<file path="config.mk">
export PLATFORM = sky130hd
export DESIGN_NAME = serial_adder
export DESIGN_NICKNAME = d
export VERILOG_FILES = /design/src/rtl/serial_adder.sv
export SDC_FILE = /design/constraint.sdc
export NUM_CORES = 1
export LEC_CHECK = 0
export BUFFER_PORTS_ARGS = -buffer_cell sky130_fd_sc_hd__buf_2
export CAP_MARGIN = 20
export CORE_MARGIN = 3
export CORE_UTILIZATION = 53
export DETAILED_ROUTE_END_ITERATION = 7
export HOLD_SLACK_MARGIN = 0.06
export PLACE_DENSITY = 0.74
export SLEW_MARGIN = 0
export SYNTH_ARGS = -nofsm -noshare
export SYNTH_HDL_FRONTEND = slang
export SYNTH_SLANG_ARGS = --single-unit
</file>
<file path="constraint.sdc">
create_clock -name clk -period 1.85 [get_ports clk]
set_input_delay 0.2775 -clock clk [delete_from_list [all_inputs] [get_ports clk]]
set_output_delay 0.2775 -clock clk [all_outputs]
set_load 0.005 [all_outputs]
</file>
<file path="src/rtl/serial_adder.sv">
// Bit-serial (CHUNK bits per clock) adder/subtractor with registered sum, carry-out
// and two's-complement overflow. LSB chunk is processed first.
module serial_adder #(
    parameter int WIDTH = 8,
    parameter int CHUNK = 1
) (
    input  logic             clk,
    input  logic             rst_n,
    input  logic             start,
    input  logic [WIDTH-1:0] a,
    input  logic [WIDTH-1:0] b,
    input  logic             c_in,
    input  logic             sub,
    output logic             busy,
    output logic             done,
    output logic [WIDTH-1:0] sum,
    output logic             c_out,
    output logic             overflow,
    output logic [1:0]       state_dbg
);

    localparam int NCYC = WIDTH / CHUNK;
    localparam int CW   = (NCYC > 1) ? $clog2(NCYC) : 1;

    typedef enum logic [1:0] {
        IDLE = 2'd0,
        RUN  = 2'd1,
        DONE = 2'd2
    } state_t;

    state_t           state_q, state_d;
    logic [WIDTH-1:0] a_q, a_d;
    logic [WIDTH-1:0] b_q, b_d;
    logic [WIDTH-1:0] acc_q, acc_d;
    logic [WIDTH-1:0] sum_q, sum_d;
    logic             carry_q, carry_d;
    logic             c_out_q, c_out_d;
    logic             ovf_q, ovf_d;
    logic [CW-1:0]    cnt_q, cnt_d;

    logic [CHUNK-1:0] chunk_sum;
    logic             chunk_cout;
    logic             chunk_cmsb;
    logic             last_chunk;

    // Ripple over the low CHUNK bits of the shifting operand registers. chunk_cmsb is
    // the carry into the top bit of the chunk, which on the last chunk is the word MSB.
    always_comb begin : chunk_add
        logic c;
        c          = carry_q;
        chunk_sum  = '0;
        chunk_cmsb = carry_q;
        for (int i = 0; i < CHUNK; i++) begin
            chunk_cmsb   = c;
            chunk_sum[i] = a_q[i] ^ b_q[i] ^ c;
            c            = (a_q[i] & b_q[i]) | (c & (a_q[i] ^ b_q[i]));
        end
        chunk_cout = c;
    end

    assign last_chunk = (cnt_q == CW'(NCYC - 1));

    // start is a request sampled only in IDLE or DONE; there is no ready output, the
    // caller uses busy to know that a start asserted during RUN is dropped.
    always_comb begin
        state_d = state_q;
        a_d     = a_q;
        b_d     = b_q;
        acc_d   = acc_q;
        carry_d = carry_q;
        cnt_d   = cnt_q;
        sum_d   = sum_q;
        c_out_d = c_out_q;
        ovf_d   = ovf_q;
        case (state_q)
            IDLE, DONE: begin
                state_d = IDLE;
                if (start) begin
                    a_d     = a;
                    b_d     = sub ? ~b : b;
                    carry_d = c_in;
                    cnt_d   = '0;
                    acc_d   = '0;
                    state_d = RUN;
                end
            end
            RUN: begin
                a_d     = a_q >> CHUNK;
                b_d     = b_q >> CHUNK;
                acc_d   = (acc_q >> CHUNK) | (WIDTH'(chunk_sum) << (WIDTH - CHUNK));
                carry_d = chunk_cout;
                cnt_d   = cnt_q + CW'(1);
                if (last_chunk) begin
                    cnt_d   = '0;
                    sum_d   = acc_d;
                    c_out_d = chunk_cout;
                    ovf_d   = chunk_cout ^ chunk_cmsb;
                    state_d = DONE;
                end
            end
            default: state_d = IDLE;
        endcase
    end

    always_ff @(posedge clk or negedge rst_n) begin
        if (!rst_n) begin
            state_q <= IDLE;
            a_q     <= '0;
            b_q     <= '0;
            acc_q   <= '0;
            carry_q <= 1'b0;
            cnt_q   <= '0;
            sum_q   <= '0;
            c_out_q <= 1'b0;
            ovf_q   <= 1'b0;
        end else begin
            state_q <= state_d;
            a_q     <= a_d;
            b_q     <= b_d;
            acc_q   <= acc_d;
            carry_q <= carry_d;
            cnt_q   <= cnt_d;
            sum_q   <= sum_d;
            c_out_q <= c_out_d;
            ovf_q   <= ovf_d;
        end
    end

    assign busy      = (state_q == RUN);
    assign done      = (state_q == DONE);
    assign sum       = sum_q;
    assign c_out     = c_out_q;
    assign overflow  = ovf_q;
    assign state_dbg = state_q;

endmodule

</file>
# Word level (Yosys, flattened, before mapping)
# Index checks and enable logic that the tools add are counted.
word_totals:
  ff_bits: 40
  latch_bits: 0
  ramBits: 0
  mem_bits_ro: 0
  in_bits: 21
  out_inout_bits: 14
  n_memories: 0
op_classes:
  addsub: 1
  multipliers: 0
  n_div: 0
  magnitude_cmp: 0
  eq_ne: 5
  n_shift: 0
  muxes: 15
  n_bitwise: 8
  reduce_logical: 5
op_table:
  columns: ["op", "n"]
  rows:
  - ["$pmux 8 s2", 3]
  - ["$mux 8", 4]
  - ["$not 8->8", 1]
  - ["$or 7x8->8", 1]
  - ["$mux 3", 2]
  - ["$pmux 3 s2", 1]
  - ["$pmux 2 s2", 1]
  - ["$reduce_and 2->1", 2]
  - ["$add 3x1->3 const B", 1]
  - ["$eq 3x3->1 const B", 1]
  - ["$xor 1x1->1", 3]
  - ["$and 1x1->1", 2]
  - ["$eq 2x1->1 const B", 1]
  - ["$eq 2x2->1 const B", 1]
  - ["$logic_not 2->1", 1]
  - ["$mux 1", 2]
  - ["$mux 2", 1]
  - ["$ne 2x1->1 const B", 1]
  - ["$ne 2x2->1 const B", 1]
  - ["$pmux 1 s2", 1]
  - ["$reduce_bool 2->1", 1]
  - ["$reduce_or 2->1", 1]
  - ["$or 1x1->1", 1]

# Longest topological paths before layout
depth:
  depth_word: 4
  ltp_mapped: 6
  depth_no_buf: 5

# Least setup slack after synthesis
# Ideal clock, no wire load.
synth_timing:
  kind: "reg2reg"
  start: "reg cnt_q[0]"
  end: "reg c_out_q (netlist: c_out)"
  setup_ps: 125
  arrival_time_ps: 1426
  required_time_ps: 1725
  setup_slack_ps: 299
  path_stages_with_launch: 6
  n_path_buf: 1
  period_less_slack_ps: 1551
  cell_sequence: "dfrtp_1 -> ha_1 -> ha_1 -> nand3b_1 -> buf_2 -> mux2_2"
synth_via:
  elab_chain_cells: 2
synth_rtl:
  columns: ["element", "line", "text"]
  rows:
  - ["start: declaration", "39", "logic [CW-1:0] cnt_q, cnt_d;"]
  - ["start signal: assignment", "122", "cnt_q <= cnt_d;"]
  - ["$eq 3x3->1", "61", "assign last_chunk = (cnt_q == CW'(NCYC - 1));"]
  - ["$reduce_and 2->1 (no source line)", null, null]
  - ["end signal: assignment", "124", "c_out_q <= c_out_d;"]
  - ["end: declaration", "37", "logic c_out_q, c_out_d;"]
# No other way between the ends.
# A chain may end at the register's enable or synchronous reset.

# Worst setup path after layout
layout_timing:
  start: "reg state_q[0] (netlist: state_dbg[0])"
  end: "out busy"
layout_via:
  elab_chain_cells: 1
layout_rtl:
  columns: ["element", "line", "text"]
  rows:
  - ["start: declaration", "31", "state_t state_q, state_d;"]
  - ["start signal: assignment", "117", "state_q <= state_d;"]
  - ["$eq 2x1->1", "129", "assign busy = (state_q == RUN);"]
  - ["end: declaration", "14", "output logic busy,"]
# No other way between the ends.

==> reports/results.tsv <==
stage	metric	value	unit
outcome	status	completed	
critical_path	R2R cell count	5	
synthesis	Post-synth ARST share	100	%
cells_and_area	P&R area growth vs syn	16.5	%
timing	clk_skew	5.27	ps
drt	1st-iter DRT viols	57	
critical_path	CP Launch Type	flip-flop	
grt	pin count of the biggest net entering global routing	40	
synthesis	EDFF count, synth	0	
clocking	root buffer cell	clkbuf_4	
timing	Setup TNS Final	0	ps
critical_path	Reg-to-Reg End	sum[3]	
power_and_ir_drop	Switching Fraction	34.3	%
drt	DR DRC count	0	
power_and_ir_drop	Psw	1.09	mW
clocking	H-Tree Depth	2	
synthesis	Mapped Nets	155	
clocking	CTS tree	built	
drt	Routed WL	2960	µm
drt	ANT nets after route	0	
die	initial core utilization	58.2	%
grt	number of global-route vias before repair	1146	
critical_path	kind of critical path	flip-flop to output pin	
hold_path	Worst Hold Launch	a[4]	
critical_path	Max FO, Critical Path	19	
hold_path	worst hold path class	input port to flip-flop	
grt	GR Overflow Total	0	
clocking	CTS Sinks	39	
power_and_ir_drop	Peak VDD IR	0.828	mV
timing	setup violators final	0	
job	Max-Cap Viols	0	
synthesis	area share of the largest cell type after synthesis	58.3	%
synthesis	synth top area cells	dfrtp_1 (58%), mux2_2 (6.0%), a22o_1 (5.8%)	
cells_and_area	Antenna diodes	0	
cells_and_area	layout cell share with drive strength beyond 1	33.5	%
die	Chip Height	62.2	µm
synthesis	library cells used by synthesis	26	
critical_path	Crit path buffers/inverters	2	
clocking	total CTS buffers	5	
drt	via count	1133	
timing	post-route worst setup slack	144	ps
synthesis	register bit total from synthesis	39	
timing	RSZ-0062 raised after global routing	false	
clocking	CTS max path bufs	2	
critical_path	register-to-register setup slack	290	ps
grt	All-Layer GR Usage	17.7	%
critical_path	Crit path arrival time	1430	ps
clocking	Reg clk slew, reported paths	110	ps
critical_path	CP required	1570	ps
critical_path	worst reg2reg startpoint	cnt_q[0]	
power_and_ir_drop	Pleak	0.977	nW
cells_and_area	Final nets	193	
cells_and_area	Fill cells	236	
die	DIE AREA	3870	µm²
cells_and_area	Register Area	976	µm²
synthesis	Syn Std Cell Area	1680	µm²
grt	initial antenna violation count	0	
clocking	post-CTS setup buffer count	0	
critical_path	Slowest cell on crit path	dfrtp_1	
cells_and_area	commonest non-fill, non-tap cell in the layout	dfrtp_1	
timing	final worst-path cycle share	92.2	%
grt	global-route wire length before repair	5390	µm
cells_and_area	final core occ	67.9	%
synthesis	yosys warns	0	
drt	Initial DRT Pass Iterations	4	
timing	Final Critical Period	1710	ps
drt	DR WL/cell	13.9	µm
cells_and_area	final instance area	1950	µm²
power_and_ir_drop	clock network fraction of design power	15.6	%
placed_design	number of port buffers	34	
die	# IOs	35	
critical_path	max incr delay on CP	450	ps
die	Core Rows	19	
drt	via/cell ratio	5.34	
timing	WHS	135	ps
placed_design	global placement routability congestion	0.714	
power_and_ir_drop	Seq pwr share	46.0	%
die	core footprint	2880	µm²
hold_path	hold path depth	3	
power_and_ir_drop	Cell Int Power	2.09	mW
placed_design	Detailed Place HPWL	2070	µm
critical_path	Crit. End Element	output pin	
synthesis	Avg Cell Area, Syn	12.8	µm²
die	Die Wd	62.2	µm
placed_design	DP Area	1870	µm²
critical_path	critical-path cell list	nand2b_1 > clkinv_2 > buf_2	
placed_design	pre-CTS setup slack	299	ps
clocking	clock latency at the later pin of the worst-skew pair	350	ps
timing	final hold viol count	0	
synthesis	Seq/Total Area, Yosys	58.3	%
critical_path	cell family with most CP delay	buffers and inverters	
cells_and_area	area of the multi-input gates	628	µm²
timing	fmax	586	MHz
cells_and_area	most frequent cells in the layout	dfrtp_1 (39), buf_2 (34), a22o_1 (11), nand2_1 (9), mux2_2 (9)	
timing	Slew Viols, Final	0	
synthesis	cell count after synthesis	131	
power_and_ir_drop	logic gate share of total power	38.4	%
timing	worst-margin pin slew	584	ps
timing	slew margin rel.	61.1	%
synthesis	Main synth FF type	dfrtp_1	
hold_path	Endpoint, Worst Hold	a_q[4]	
synthesis	top cell type by total area after synthesis	dfrtp_1	
power_and_ir_drop	Cell Pwr Density	1630	nW/µm²
synth_stat cells, types with 2 or more instances:
library cell,number
nand2b_1,2
nor2_1,7
a221o_1,7
mux2_2,9
nand3_1,8
a22o_1,11
nand2_1,9
buf_4,3
a22oi_1,8
ha_1,2
xnor2_1,8
buf_2,3
dfrtp_1,39
o21ai_0,2
buf_6,2
worst max path at each step:
stage          slack, ps          from  depth (start not counted)  endpoint
6_report             140  state_dbg[0]                          3      busy
5_1_grt                5  state_dbg[0]                          3      busy
4_1_cts              100  state_dbg[1]                          3      busy
3_5_place_dp         300      cnt_q[0]                          5     c_out
3_3_place_gp         350      cnt_q[0]                          5     c_out
2_1_floorplan        300      cnt_q[0]                          5     c_out
what timing repair did:
action                     4_1_cts  5_1_grt
setup endpoints to repair        0        1
hold buffers                     1        0
resized for setup                0        1
hold endpoints to repair        39        0
layout make-up:
class                   count  area share, %
repair buffers             40           11.2
multi-input cells          81           32.2
well taps                  42           2.69
flip-flops and latches     39           50.0
clock buffers               8           3.53
inverters                   2          0.449
flip-flops by register name, indices dropped and copies added (netlist names):
| signal | flops |
|---|---|
| state_dbg | 2 |
| b_q | 8 |
| c_out | 1 |
| overflow | 1 |
| sum | 8 |
| a_q | 8 |
| cnt_q | 3 |
| carry_q | 1 |
| acc_q | 7 |
routing by layer:
| metal | up-vias | global-route usage [%] | wire length [µm] |
|---|---|---|---|
| li1 | 548 | - | - |
| met1 | 548 | 23.2 | 1330 |
| met2 | 31 | 26.9 | 1400 |
| met3 | 6 | 4.50 | 168 |
| met4 | 0 | 9.94 | 52 |
| met5 | - | 0 | 0 |
tightest hold or removal path: cells and delay by family:
family,cells,cell delay (ps)
buffers and inverters,1,70
AOI/OAI and AO/OA,1,50
and+or+nand+nor,1,50
through the flow:
step	std cells	total power, mW
floorplan	131	2.37
global placement	203	2.66
detailed placement	203	2.72
CTS	212	3.22
global route	212	3.46
finish	212	3.19
cells by family after synthesis:
kind of cell    share of synthesized area [%]
fa+ha+maj                                2.69
mux                                      6.05
buf+inv                                  4.26
simple gates                             9.49
compound gates                           14.6
xor+xnor                                 4.71
flops                                    58.3
power groups by stage:
stage               combinational [mW]  sequential, mW  clock [mW]
finish                            1.22            1.47       0.498
global route                      1.40            1.52       0.542
CTS                               1.24            1.47       0.502
detailed placement                1.23            1.49           0
global placement                  1.19            1.47           0
floorplan                        0.934            1.44           0
Power figures use the tool's default switching activity.
